<file path="src/rtl/video_out_hmag_pkg.sv">
// Shared types and constants for the horizontal magnifier configuration path.
package video_out_hmag_pkg;

    typedef enum logic [1:0] {
        ST_IDLE       = 2'd0,
        ST_DIVIDE     = 2'd1,
        ST_WAIT_FRAME = 2'd2,
        ST_COMMIT     = 2'd3
    } hmag_ctrl_state_t;

    localparam int NORM_NUMERATOR  = 32768;
    localparam int DIV_STEPS       = 16;
    localparam int DEN_MIN_DEFAULT = 144;
    localparam int DEN_MAX_DEFAULT = 200;
    localparam int OFS_MAX_DEFAULT = 112;

    // Force an 8-bit value into [lo, hi].
    function automatic logic [7:0] clamp_u8(input logic [7:0] value,
                                            input logic [7:0] lo,
                                            input logic [7:0] hi);
        if (value < lo) return lo;
        if (value > hi) return hi;
        return value;
    endfunction

endpackage

</file>
<file path="src/rtl/video_out_hmag_div.sv">
// Serial restoring divider: NORM_NUMERATOR / divisor, one quotient bit per clk.
module video_out_hmag_div
    import video_out_hmag_pkg::*;
(
    input  logic        clk,
    input  logic        reset_n,
    input  logic        start,
    input  logic [7:0]  divisor,
    output logic        done,
    output logic [15:0] quotient
);

    localparam int CNT_W = $clog2(DIV_STEPS + 1);

    logic [7:0]       r_divisor;
    logic [7:0]       r_rem;
    logic [15:0]      r_dvd;
    logic [CNT_W-1:0] r_count;
    logic             r_done;

    logic [8:0]       w_trial;
    logic             w_fits;
    logic [7:0]       w_diff;

    // One restoring step: shift in the next dividend bit and try to subtract.
    always_comb begin
        // NOTE: every always_comb output gets a default first, so no path can infer a latch.
        w_trial = {r_rem, r_dvd[15]};
        w_fits  = w_trial >= {1'b0, r_divisor};
        // The difference fits in 8 bits whenever w_fits holds, because it is below the divisor.
        w_diff  = w_trial[7:0] - r_divisor;
    end

    // Load on start, then retire one quotient bit per clk; quotient bits replace dividend bits.
    always_ff @(posedge clk or negedge reset_n) begin
        // NOTE: sequential state uses non-blocking <= so all registers update from pre-edge values.
        if (!reset_n) begin
            r_divisor <= '0;
            r_rem     <= '0;
            r_dvd     <= '0;
            r_count   <= '0;
            r_done    <= 1'b0;
        end else if (start) begin
            r_divisor <= divisor;
            r_rem     <= '0;
            r_dvd     <= 16'(NORM_NUMERATOR);
            r_count   <= CNT_W'(DIV_STEPS);
            r_done    <= 1'b0;
        end else if (r_count != '0) begin
            r_rem   <= w_fits ? w_diff : w_trial[7:0];
            r_dvd   <= {r_dvd[14:0], w_fits};
            r_count <= r_count - 1'b1;
            r_done  <= (r_count == CNT_W'(1));
        end else begin
            r_done <= 1'b0;
        end
    end

    assign done     = r_done;
    assign quotient = r_dvd;

endmodule

</file>
<file path="src/rtl/video_out_hmag_ctrl.sv">
// Configuration sequencer for video_out_hmag: clamp, divide, commit atomically at frame end.
module video_out_hmag_ctrl
    import video_out_hmag_pkg::*;
#(
    parameter int H_LAST   = 1367,
    parameter int V_LAST   = 523,
    parameter int DEN_MIN  = DEN_MIN_DEFAULT,
    parameter int DEN_MAX  = DEN_MAX_DEFAULT,
    parameter int OFS_MAX  = OFS_MAX_DEFAULT,
    parameter int DEN_INIT = 180,
    parameter int OFS_INIT = 0
) (
    input  logic        clk,
    input  logic        reset_n,
    input  logic        enable,
    input  logic [10:0] vdp_hcounter,
    input  logic [10:0] vdp_vcounter,
    input  logic        req_valid,
    output logic        req_ready,
    input  logic        req_immediate,
    input  logic [7:0]  req_left_offset,
    input  logic [7:0]  req_denominator,
    output logic        busy,
    output logic [7:0]  reg_left_offset,
    output logic [7:0]  reg_denominator,
    output logic [7:0]  reg_normalize
);

    localparam logic [10:0] L_H_LAST    = 11'(H_LAST);
    localparam logic [10:0] L_V_LAST    = 11'(V_LAST);
    localparam logic [7:0]  L_DEN_MIN   = 8'(DEN_MIN);
    localparam logic [7:0]  L_DEN_MAX   = 8'(DEN_MAX);
    localparam logic [7:0]  L_OFS_MAX   = 8'(OFS_MAX);
    localparam logic [7:0]  L_DEN_INIT  = 8'(DEN_INIT);
    localparam logic [7:0]  L_OFS_INIT  = 8'(OFS_INIT);
    localparam logic [7:0]  L_NORM_INIT = 8'(NORM_NUMERATOR / DEN_INIT);

    hmag_ctrl_state_t r_state;
    hmag_ctrl_state_t w_next_state;

    logic        w_frame_strobe;
    logic        w_accept;
    logic        w_commit;
    logic [7:0]  w_den_clamp;
    logic [7:0]  w_ofs_clamp;
    logic        w_div_done;
    logic [15:0] w_quotient;
    logic [7:0]  w_norm;

    logic [7:0]  r_shadow_ofs;
    logic [7:0]  r_shadow_den;
    logic [7:0]  r_shadow_norm;
    logic        r_shadow_imm;
    logic [7:0]  r_out_ofs;
    logic [7:0]  r_out_den;
    logic [7:0]  r_out_norm;

    assign w_frame_strobe = enable && (vdp_hcounter == L_H_LAST) && (vdp_vcounter == L_V_LAST);
    assign w_accept       = req_valid && req_ready;
    assign w_den_clamp    = clamp_u8(req_denominator, L_DEN_MIN, L_DEN_MAX);
    assign w_ofs_clamp    = clamp_u8(req_left_offset, 8'd0, L_OFS_MAX);
    // The clamped divisor keeps the upper quotient byte at zero; saturate rather than wrap if it ever is not.
    assign w_norm         = (|w_quotient[15:8]) ? 8'hFF : w_quotient[7:0];

    video_out_hmag_div u_div (
        .clk      (clk),
        .reset_n  (reset_n),
        .start    (w_accept),
        .divisor  (w_den_clamp),
        .done     (w_div_done),
        .quotient (w_quotient)
    );

    // State register.
    always_ff @(posedge clk or negedge reset_n) begin
        if (!reset_n) r_state <= ST_IDLE;
        else          r_state <= w_next_state;
    end

    // Next-state logic; a strobe seen while still dividing is simply not looked at.
    always_comb begin
        w_next_state = r_state;
        case (r_state)
            ST_IDLE:       if (req_valid) w_next_state = ST_DIVIDE;
            ST_DIVIDE:     if (w_div_done) w_next_state = r_shadow_imm ? ST_COMMIT : ST_WAIT_FRAME;
            ST_WAIT_FRAME: if (w_frame_strobe) w_next_state = ST_COMMIT;
            ST_COMMIT:     w_next_state = ST_IDLE;
            default:       w_next_state = ST_IDLE;
        endcase
    end

    // State-decoded outputs.
    always_comb begin
        req_ready = 1'b0;
        busy      = 1'b1;
        w_commit  = 1'b0;
        case (r_state)
            ST_IDLE: begin
                req_ready = 1'b1;
                busy      = 1'b0;
            end
            ST_COMMIT: w_commit = 1'b1;
            default: ;
        endcase
    end

    // Shadows capture the clamped request and the quotient; outputs load together on commit.
    always_ff @(posedge clk or negedge reset_n) begin
        // NOTE: shadows reset too, so a reset mid-update cannot leak a stale request into a later commit.
        if (!reset_n) begin
            r_shadow_ofs  <= L_OFS_INIT;
            r_shadow_den  <= L_DEN_INIT;
            r_shadow_norm <= L_NORM_INIT;
            r_shadow_imm  <= 1'b0;
            r_out_ofs     <= L_OFS_INIT;
            r_out_den     <= L_DEN_INIT;
            r_out_norm    <= L_NORM_INIT;
        end else begin
            if (w_accept) begin
                r_shadow_ofs <= w_ofs_clamp;
                r_shadow_den <= w_den_clamp;
                r_shadow_imm <= req_immediate;
            end
            if ((r_state == ST_DIVIDE) && w_div_done) begin
                r_shadow_norm <= w_norm;
            end
            if (w_commit) begin
                r_out_ofs  <= r_shadow_ofs;
                r_out_den  <= r_shadow_den;
                r_out_norm <= r_shadow_norm;
            end
        end
    end

    assign reg_left_offset = r_out_ofs;
    assign reg_denominator = r_out_den;
    assign reg_normalize   = r_out_norm;

endmodule
</file>
<file path="config.mk">
export PLATFORM = sky130hd
export DESIGN_NAME = video_out_hmag_ctrl
export DESIGN_NICKNAME = d
export VERILOG_FILES = /design/src/rtl/video_out_hmag_pkg.sv /design/src/rtl/video_out_hmag_div.sv /design/src/rtl/video_out_hmag_ctrl.sv
export SDC_FILE = /design/constraint.sdc
export NUM_CORES = 1
export LEC_CHECK = 0
export ABC_AREA = 0
export BUFFER_PORTS_ARGS = -buffer_cell sky130_fd_sc_hd__buf_2
export CAP_MARGIN = 20
export CORE_ASPECT_RATIO = 0.6
export CORE_MARGIN = 3
export CORE_UTILIZATION = 46
export CTS_CLUSTER_DIAMETER = 150
export DETAILED_ROUTE_END_ITERATION = 7
export PLACE_DENSITY = 0.68
export SLEW_MARGIN = 5
export SYNTH_ARGS = -nofsm -noshare
export SYNTH_HDL_FRONTEND = slang
export SYNTH_SLANG_ARGS = --single-unit
</file>
<file path="constraint.sdc">
create_clock -name clk -period 2.8 [get_ports clk]
set_input_delay 0.7 -clock clk [delete_from_list [all_inputs] [get_ports clk]]
set_output_delay 0.7 -clock clk [all_outputs]
set_load 0.01 [all_outputs]
</file>
# == Word-level counts from Yosys, hierarchy flattened ==
# Cells that the tools add are included.
# totals
register_bits,89
latch_bits,0
mem_bits_rw,0
mem_bits_ro,0
output_inout_bits,26
mem_count,0
# classes
n_addsub,2
multipliers,0
n_div,0
order_cmp,5
eq_ne,9
n_shift,0
muxes,32
n_bitwise,0
reduce_logical,9
# op_table
operator,n
$mux 8,12
$mux 16,2
$mux 1,12
$eq 11x10->1 const B,1
$eq 11x11->1 const B,1
$mux 5,2
$ge 9x8->1,1
$gt 8x7->1 const B,1
$gt 8x8->1 const B,1
$lt 8x1->1 const B,1
$lt 8x8->1 const B,1
$pmux 2 s4,1
$reduce_or 8->1,1
$sub 8x8->8,1
$mux 2,3
$eq 5x1->1 const B,1
$reduce_bool 5->1,1
$sub 5x1->5 const B,1
$eq 2x2->1 const B,2
$logic_and 1x1->1,4
$ne 2x2->1 const B,2
$reduce_and 3->1,1
$eq 2x1->1 const B,1
$logic_not 2->1,1
2 further kinds,2

# == Logic depth before layout (Yosys ltp) ==
# Gate-level depths: netlist of the first run.
# logic_depth
ltp_word,5
depth_mapped,9
mapped_depth_nobuf,9

# == By module ==
# Synthesis of the first run repeated with hierarchy kept, for this count alone.
# unflattened
hier_cells,395
hier_area_um2,4271.6
# by_module_without_submodules
mod,instances,cells_each,area_each_um2,seq_area_each_um2
video_out_hmag_ctrl,1,169,2192.1,1298.7
video_out_hmag_div,1,226,2079.5,950.9

# == Worst setup path before layout of the first run ==
# Ideal clock, no wire load.
# synth_path
path_type,register -> register
start,"register u_div.r_dvd[15], in the netlist u_div.quotient[15]"
end,register u_div.r_rem[6]
t_arrival_ns,1.917
required_ns,2.723
slack_ns,0.806
path_stages_with_launch,10
path_buffers,0
period_less_slack_ns,1.994
path_cell_list,dfrtp_1 > inv_1 > ha_1 > fa_1 > nor2b_4 > o31a_1 > o21a_1 > o21a_1 > or3_1 > a21oi_1
# synth_via
elab_chain_len,4
word_cells_on_any_way,5
classes_between,add/sub: 1; order compare: 1; mux: 3
# synth_rtl
element,line,rtl
"start, declared",video_out_hmag_div.sv:17,logic [15:0] r_dvd;
"start signal, assigned",video_out_hmag_div.sv:46,r_dvd <= 16'(NORM_NUMERATOR);
"start signal, assigned",video_out_hmag_div.sv:51,"r_dvd <= {r_dvd[14:0], w_fits};"
$sub 8x8->8 or $ge 9x8->1 (tied branches),"video_out_hmag_div.sv:31, video_out_hmag_div.sv:29",
$mux 8 (*),video_out_hmag_div.sv:50,r_rem <= w_fits ? w_diff : w_trial[7:0];
$mux 8 (*),video_out_hmag_div.sv:49,end else if (r_count != '0) begin
$mux 8 (*),video_out_hmag_div.sv:43,end else if (start) begin
"end signal, assigned",video_out_hmag_div.sv:50,
"end, declared",video_out_hmag_div.sv:16,logic [7:0] r_rem;
# Every way passes the cells marked *; elsewhere a longest branch is shown, timed or not. The select of a mux whose other input is x is not followed.
# A chain may end at the register's enable or synchronous reset.

# == Worst setup path in the final report of the first run ==
# layout_path
start,register u_div.r_rem[3]
end,register u_div.r_rem[0]
# layout_via
elab_chain_len,4
# layout_rtl
element,line,rtl
$ge 9x8->1,video_out_hmag_div.sv:29,"w_fits = w_trial >= {1'b0, r_divisor};"
$mux 8,video_out_hmag_div.sv:50,
$mux 8,video_out_hmag_div.sv:49,
$mux 8,video_out_hmag_div.sv:43,
# No other way between the ends. The select of a mux whose other input is x is not followed.

==> results of run 1 <==
-- worst reg2reg max path, cell delays in order, from the launching register on --
cell and delay, ns:
dfrtp_1 0.41, ha_1 0.36, a21oi_1 0.25, o221ai_1 0.19, a21oi_2 0.52, nor2_1 0.11, a211oi_1 0.27, a211oi_1 0.08
-- state kept, by name, summed over array words and instances, names as in the netlist --
name / count
u_div.quotient: 16
u_div.r_rem: 8
u_div.done: 1
r_shadow_norm: 8
r_shadow_den: 8
reg_denominator: 8
u_div.r_divisor: 4
reg_normalize: 8
r_state: 2
r_shadow_ofs: 8
r_shadow_imm: 1
u_div.r_count: 5
reg_left_offset: 8
-- final cells by class --
cell class	count	area, µm²
flip-flops and latches	85	2150
clock inverters	4	25.0
clock buffers	12	236
multi-input cells	250	1670
fillers	699	3430
inverters	16	60.1
repair buffers	74	400
well taps	108	135
-- power by group through the flow --
stage	registers, mW	clock network, mW	logic [mW]
floorplan	2.17	0	1.76
global placement	2.18	0	2.37
detailed placement	2.20	0	2.42
CTS	2.18	1.08	2.44
global route	2.25	1.14	2.73
finish	2.18	1.05	2.42
-- cell usage after synthesis (3+ instances only) --
library cell / count / area [µm²]
clkbuf_1: 15 / 56.3
and2_1: 4 / 25.0
o21a_1: 5 / 37.5
inv_1: 16 / 60.1
o211ai_1: 3 / 22.5
nor4_1: 4 / 25.0
nor2_1: 18 / 67.6
a211oi_1: 8 / 60.1
ha_1: 15 / 188
o21ai_1: 6 / 30.0
mux2_2: 24 / 270
xnor2_1: 4 / 35.0
dfrtp_1: 67 / 1680
dfstp_2: 18 / 473
o21ai_0: 14 / 70.1
nor3_1: 6 / 30.0
a22o_1: 5 / 43.8
nand2_1: 54 / 203
or3_1: 3 / 18.8
nand3_1: 7 / 35.0
o22a_1: 8 / 70.1
a21oi_1: 28 / 140
nor2b_1: 6 / 37.5
-- worst min-delay path by stage --
stage	endpoint	slack, ns
3_5_place_dp	u_div.r_divisor[7]$_DFFE_PN0P_	0.44
6_report	u_div.r_divisor[5]$_DFFE_PN0P_	0.38
5_1_grt	r_shadow_den[6]$_DFFE_PN0P_	0.43
3_3_place_gp	u_div.r_divisor[7]$_DFFE_PN0P_	0.43
4_1_cts	u_div.r_divisor[7]$_DFFE_PN0P_	0.42
2_1_floorplan	r_shadow_den[0]$_DFFE_PN0P_	0.40
-- through the flow --
step	std cells	utilization (%)	hold slack, ns	area (µm²)	worst slack, ns
floorplan	368	-	0.404	3940	0.806
global placement	533	54.4	0.429	4410	0.590
detailed placement	533	54.4	0.436	4410	0.525
CTS	549	57.7	0.416	4670	0.501
global route	549	57.7	0.431	4670	0.256
finish	549	57.7	0.382	4670	0.493
-- routing by layer --
layer | wire length, µm | GRT usage [%]
met1 | 4420 | 28.1
met4 | 4 | 4.00
met5 | 0 | 0
met2 | 3620 | 27.0
met3 | 571 | 5.98
-- logic make-up after synthesis --
group,Yosys count,synth area share (%)
simple gates,114,14.1
fa+ha+maj,16,5.27
mux,24,6.85
buf+inv,33,3.27
compound gates,92,15.1
xor+xnor,4,0.888
flops,85,54.5
==> results.md, run 1 <==
* TritonCTS clock tree: done
* Leakage Power at 2.18 nW
* Largest net degree at the start of global routing at 86
* Pins Over Slew Limit at 0
* Initial antenna violation count at 0
* Final setup TNS at 0 ns
* CP required at 3.00 ns
* Fraction of registers with async set/reset at 100%
* Via-to-Cell Ratio at 5.31
* All-Layer GR Usage at 18.8%
* Switching share of power at 37.0%
* Final setup fails at 0
* Die Y at 77.7 µm
* Combinational share of power at 42.9%
* Starting density of the core at 48.7%
* Layout area overhead at 18.5%
* Clock Tree Root: clkbuf_16
* Crit-path most repeated cell: a211oi_1
* Slew headroom at 41.1%
* H-tree Lvls at 3
* Delay-heaviest family, CP: compound AO/OA/AOI/OAI gates
* Cts repair resizes at 0
* Number of global-route vias before repair at 2836
* Int Pwr at 3.56 mW
* Fin Clk Skew at 0.00557 ns
* Via count at 2913
* Maxcap violations at 0
* Max Clock Freq at 433 MHz
* Clock Power Share at 18.6%
* R2R depth at 7
* Final antenna-violating net count at 0
* First-pass GRT wire length at 14700 µm
* WP buf/inv at 0
* Avg Cell Area, Syn at 10.7 µm²
* Seq pwr share at 38.5%
* Fin nets at 495
* Routability cong. at 0.864
* Placed wire-length estimate at 6190 µm
* Critical path type: register to register
* Tmin final at 2.31 ns
* WL/cell at 15.7 µm
* Core area at 8100 µm²
* 1st-pass router iterations at 4
* Share of cells above drive strength 1 at 30.6%
* Synth warn at 0
* R2R Setup Slk at 0.49 ns
* Detailed Route Iter0 Violations at 269
* Area of the die at 9760 µm²
* Least-Margin Pin Slew at 0.881 ns
* Clk Latency, worst-skew pair at 0.33 ns
* I/O pins at 69
* Distinct cell type count after synthesis at 47
* Total Wirelength at 8610 µm
* Fin crit share at 82.4%
* Crit end category: register
* Post-Syn Area at 3940 µm²
* HP Class: input pin to async pin
* Slowest stage cell on the critical path: a21oi_2
* Crit path depth at 7
* Crit-path max FO at 16
* Crit-path cells: ha_1, a21oi_1, o221ai_1, a21oi_2, nor2_1, a211oi_1, a211oi_1
* Num CTS Buffers at 9
* CTS Buffer Depth at 2
* Clock transition at path regs at 0.06 ns
* Port Buffers at 68
* Overflow after GRT at 0
* Net Switching at 2.09 mW
* Yosys reg bits at 85
* Slowest stage delay, CP at 0.52 ns
* Final hold vios at 0
* Worst Path Arrival at 2.50 ns
* Quantity of hold-fixing buffers added after cts at 0
* RSZ-0062 raised after global routing: no
* Num rows at 25
* Post-CTS Setup Inserts at 0
* Post-Syn Nets at 427
* # diodes at 0
* Post-synthesis sequential area ratio at 54.5%
* Gate Count Post-Synth at 368
* Peak supply drop at 0.485 mV
* Clk sink count at 85
* PwrDens at 1210 nW/µm²
* Drt drc at 0
* Die W at 126 µm
* Ys flop type: dfrtp_1
* Outcome: complete, no violations
* Reg2reg end: u_div.r_rem[0]$_DFFE_PN0P_
* Worst Setup Start Kind: register
* Setup crit end: u_div.r_rem[0]$_DFFE_PN0P_
* Most frequent cells in the layout: buf_2, dfrtp_1, nand2_1
* Post-synth EDFFs at 0
* Worst Setup SP: u_div.r_rem[3]$_DFFE_PN0P_
* RR Startpoint: u_div.r_rem[3]$_DFFE_PN0P_
* Total Power at 5.66 mW
Note: power is estimated with default switching activity, not from simulation.
==> run 2: changes to the inputs <==
--- a/config.mk
+++ b/config.mk
@@ -5,7 +5,7 @@
 export SDC_FILE = /design/constraint.sdc
 export NUM_CORES = 1
 export LEC_CHECK = 0
-export ABC_AREA = 0
+export ABC_AREA = 1
 export BUFFER_PORTS_ARGS = -buffer_cell sky130_fd_sc_hd__buf_2
 export CAP_MARGIN = 20
 export CORE_ASPECT_RATIO = 0.6
@@ -13,7 +13,7 @@
 export CORE_UTILIZATION = 46
 export CTS_CLUSTER_DIAMETER = 150
 export DETAILED_ROUTE_END_ITERATION = 7
-export PLACE_DENSITY = 0.68
+export PLACE_DENSITY = 0.67
 export SLEW_MARGIN = 5
 export SYNTH_ARGS = -nofsm -noshare
 export SYNTH_HDL_FRONTEND = slang
==> constraint.sdc (replaced) <==
create_clock -name clk -period 2.3 [get_ports clk]
set_input_delay 0.575 -clock clk [delete_from_list [all_inputs] [get_ports clk]]
set_output_delay 0.575 -clock clk [all_outputs]
set_load 0.01 [all_outputs]
==> run 2 against run 1 <==
Compared with the run above:
- global-route usage increased by 0.094 points
- sequential share of layout area decreased by 1.7 points
- via count increased by 11%
- worst setup slack got worse by 0.14 ns
- sequential power increased by 20%
- first-iteration DRC count increased by 8.2%
- non-clock buffer count unchanged
- synthesized area increased by 2.6%
==> results.md, run 2 <==
* Clock Power Share at 19.9% (+1.3 points)
* Via-to-Cell Ratio at 5.09 (-4.2%)
* Clk sink count at 85 (unchanged)
* Peak supply drop at 0.552 mV (+14%)
* RSZ-0062 raised after global routing: no
* Quantity of hold-fixing buffers added after cts at 0 (unchanged)
* Net Switching at 3.04 mW (+45%)
* Leading area contributor after synthesis: dfrtp_1
* Worst Setup Start Kind: register
* Clock transition at path regs at 0.06 ns (about the same)
* Maxcap violations at 0 (unchanged)
* Die W at 127 µm (+1.2%)
* All-Layer GR Usage at 18.9% (+0.094 points)
* Crit-path max FO at 6 (-10)
* TritonCTS clock tree: done
* Fin nets at 581 (+17%)
* Critical path type: register to primary output
* First-pass GRT wire length at 15100 µm (+2.5%)
* Number of global-route vias before repair at 3102 (+9.4%)
* Distinct cell type count after synthesis at 32 (-32%)
* Reg2reg end: u_div.r_rem[7]$_DFFE_PN0P_
* Routability cong. at 0.895 (+3.6%)
* Layout area overhead at 19.9%
* Worst Path Arrival at 1.37 ns (-1.13 ns)
* Final setup fails at 0 (unchanged)
* Starting density of the core at 49.4% (+0.69 points)
* Drt drc at 0 (unchanged)
* CP required at 1.73 ns (-1.27 ns)
* Tmin final at 1.95 ns
* Seq pwr share at 34.4% (-4.1 points)
* Initial antenna violation count at 0 (unchanged)
* Num rows at 25 (unchanged)
* Fin Clk Skew at 0.00662 ns (+0.00105 ns)
* Total Wirelength at 8930 µm (+3.7%)
* Most common cell after layout, fill and taps aside: nand2_1
* Post-CTS Setup Inserts at 0 (unchanged)
* Top-count cell post-synth: nand2_1
* Clk Latency, worst-skew pair at 0.33 ns (about the same)
* Synth area leaders: dfrtp_1, dfstp_2, nand2_1
* Post-synth EDFFs at 0 (unchanged)
* Pins Over Slew Limit at 0 (unchanged)
* Yosys reg bits at 85 (unchanged)
* Layout Utilization at 59.2% (+1.6 points)
* HP Class: input pin to async pin
* Leakage Power at 2.47 nW (+13%)
* Cts repair resizes at 0 (unchanged)
* Core area at 8200 µm² (+1.2%)
* Outcome: complete, no violations
* Max Clock Freq at 513 MHz
* Gate Count Post-Synth at 447 (+21%)
* I/O pins at 69 (unchanged)
* Final non-filler cell total at 635 (+16%)
* DP Cell Count at 619 (+16%)
* Least-Margin Pin Slew at 0.585 ns (-0.296 ns)
* Post-synth top cells: nand2_1, dfrtp_1, inv_1
* Crit end category: primary output
* Overflow after GRT at 0 (unchanged)
* Synth warn at 0 (unchanged)
* WL/cell at 14.1 µm (-10%)
* Total Power at 7.62 mW (+35%)
* Worst Setup SP: r_state[0]$_DFFE_PN0P_
* Ys flop type: dfrtp_1
* Area after DPL at 4540 µm² (+2.9%)
* Clock Tree Root: clkbuf_16
* Largest net degree at the start of global routing at 42 (-51%)
* Post-Syn Nets at 506 (+19%)
* Placed wire-length estimate at 6590 µm (+6.5%)
* Post-synthesis sequential area ratio at 53.1% (-1.4 points)
* Via count at 3229 (+11%)
* 1st-pass router iterations at 4 (unchanged)
* Final Instance Area at 4850 µm² (+3.9%)
* Area of the die at 9990 µm² (+2.4%)
* Final hold vios at 0 (unchanged)
* Share of the synthesized area in the top cell type at 41.4% (-1.1 points)
* Fin crit share at 84.7%
* RR Startpoint: u_div.r_count[0]$_DFFE_PN0P_
* PwrDens at 1570 nW/µm² (+30%)
* R2R Setup Slk at 0.51 ns (+0.02 ns)
* Die Y at 78.7 µm (+1.2%)
* Max reg flops at 16 (unchanged)
* Slew headroom at 60.8% (+20 points)
* Most frequent cells in the layout: nand2_1, buf_2, dfrtp_1
* # diodes at 0 (unchanged)
* Switching share of power at 39.9% (+2.9 points)
* Detailed Route Iter0 Violations at 291 (+8.2%)
* Share of cells above drive strength 1 at 25.2% (-5.4 points)
* H-tree Lvls at 3 (unchanged)
* Combinational share of power at 45.7% (+2.8 points)
* Post-Syn Area at 4050 µm² (+2.6%)
* Fraction of registers with async set/reset at 100% (unchanged)
* Avg Cell Area, Syn at 9.05 µm² (-16%)
* Final antenna-violating net count at 0 (unchanged)
* CTS Buffer Depth at 2 (unchanged)
* Final setup TNS at 0 ns (unchanged)
* Port Buffers at 68 (unchanged)
* Int Pwr at 4.57 mW (+28%)
* Num CTS Buffers at 9 (unchanged)
* R2R depth at 11 (+4)
==> run 2: final cells by class <==
class | count | area [µm²]
fill | 728 | 3340
sequential | 85 | 2150
multi-input combinational | 285 | 1600
timing repair buffer | 74 | 400
clock buffer | 14 | 254
inverter | 67 | 251
tap | 108 | 135
clock inverter | 2 | 60.1
==> run 2: worst max path at each step <==
stage | end | slack, ns | depth (start not counted)
6_report | busy | 0.35 | 4
5_1_grt | busy | 0.28 | 4
4_1_cts | busy | 0.34 | 4
3_5_place_dp | u_div.r_rem[7]$_DFFE_PN0P_ | 0.53 | 11
3_3_place_gp | u_div.quotient[8]$_DFFE_PN0P_ | 0.57 | 7
2_1_floorplan | u_div.r_count[4]$_DFFE_PN0P_ | 0.74 | 7
==> run 2: per-layer routing <==
metal,vias up,track usage (%),wire [µm]
met5,-,0,0
met4,0,4.50,48
met3,5,4.89,573
met2,96,27.2,3680
met1,1519,28.6,4630
li1,1609,-,-
==> run 2: kinds of logic (layout without fill, tap and decap cells) <==
logic type      Yosys count  in the layout  synth area share (%)
flops                    85             85                  53.1
simple gates            189            189                  21.5
xor+xnor                  5              5                  1.08
buf+inv                  77            157                  7.27
fa+ha+maj                16             16                  5.13
mux                       9              9                  2.50
compound gates           66             66                  9.43
==> run 2: worst max-delay path, stage by stage, from the launching register on <==
cell     delay (ns)
dfrtp_1        0.43
inv_1          0.10
ha_1           0.24
inv_1          0.12
buf_2          0.15
==> run 2: power by group through the flow <==
stage	sequential (mW)	combinational (mW)	clock [mW]
after floorplan	2.66	2.45	0
after global placement	2.61	3.38	0
after detailed placement	2.64	3.46	0
after CTS	2.62	3.48	1.55
after global routing	2.70	3.96	1.61
final	2.62	3.48	1.52
==> run 2: metrics by stage <==
| stage | hold WS [ns] | worst slack, ns |
|---|---|---|
| floorplan | 0.279 | 0.742 |
| global placement | 0.460 | 0.567 |
| detailed placement | 0.465 | 0.525 |
| CTS | 0.236 | 0.341 |
| global route | 0.249 | 0.277 |
| finish | 0.218 | 0.352 |
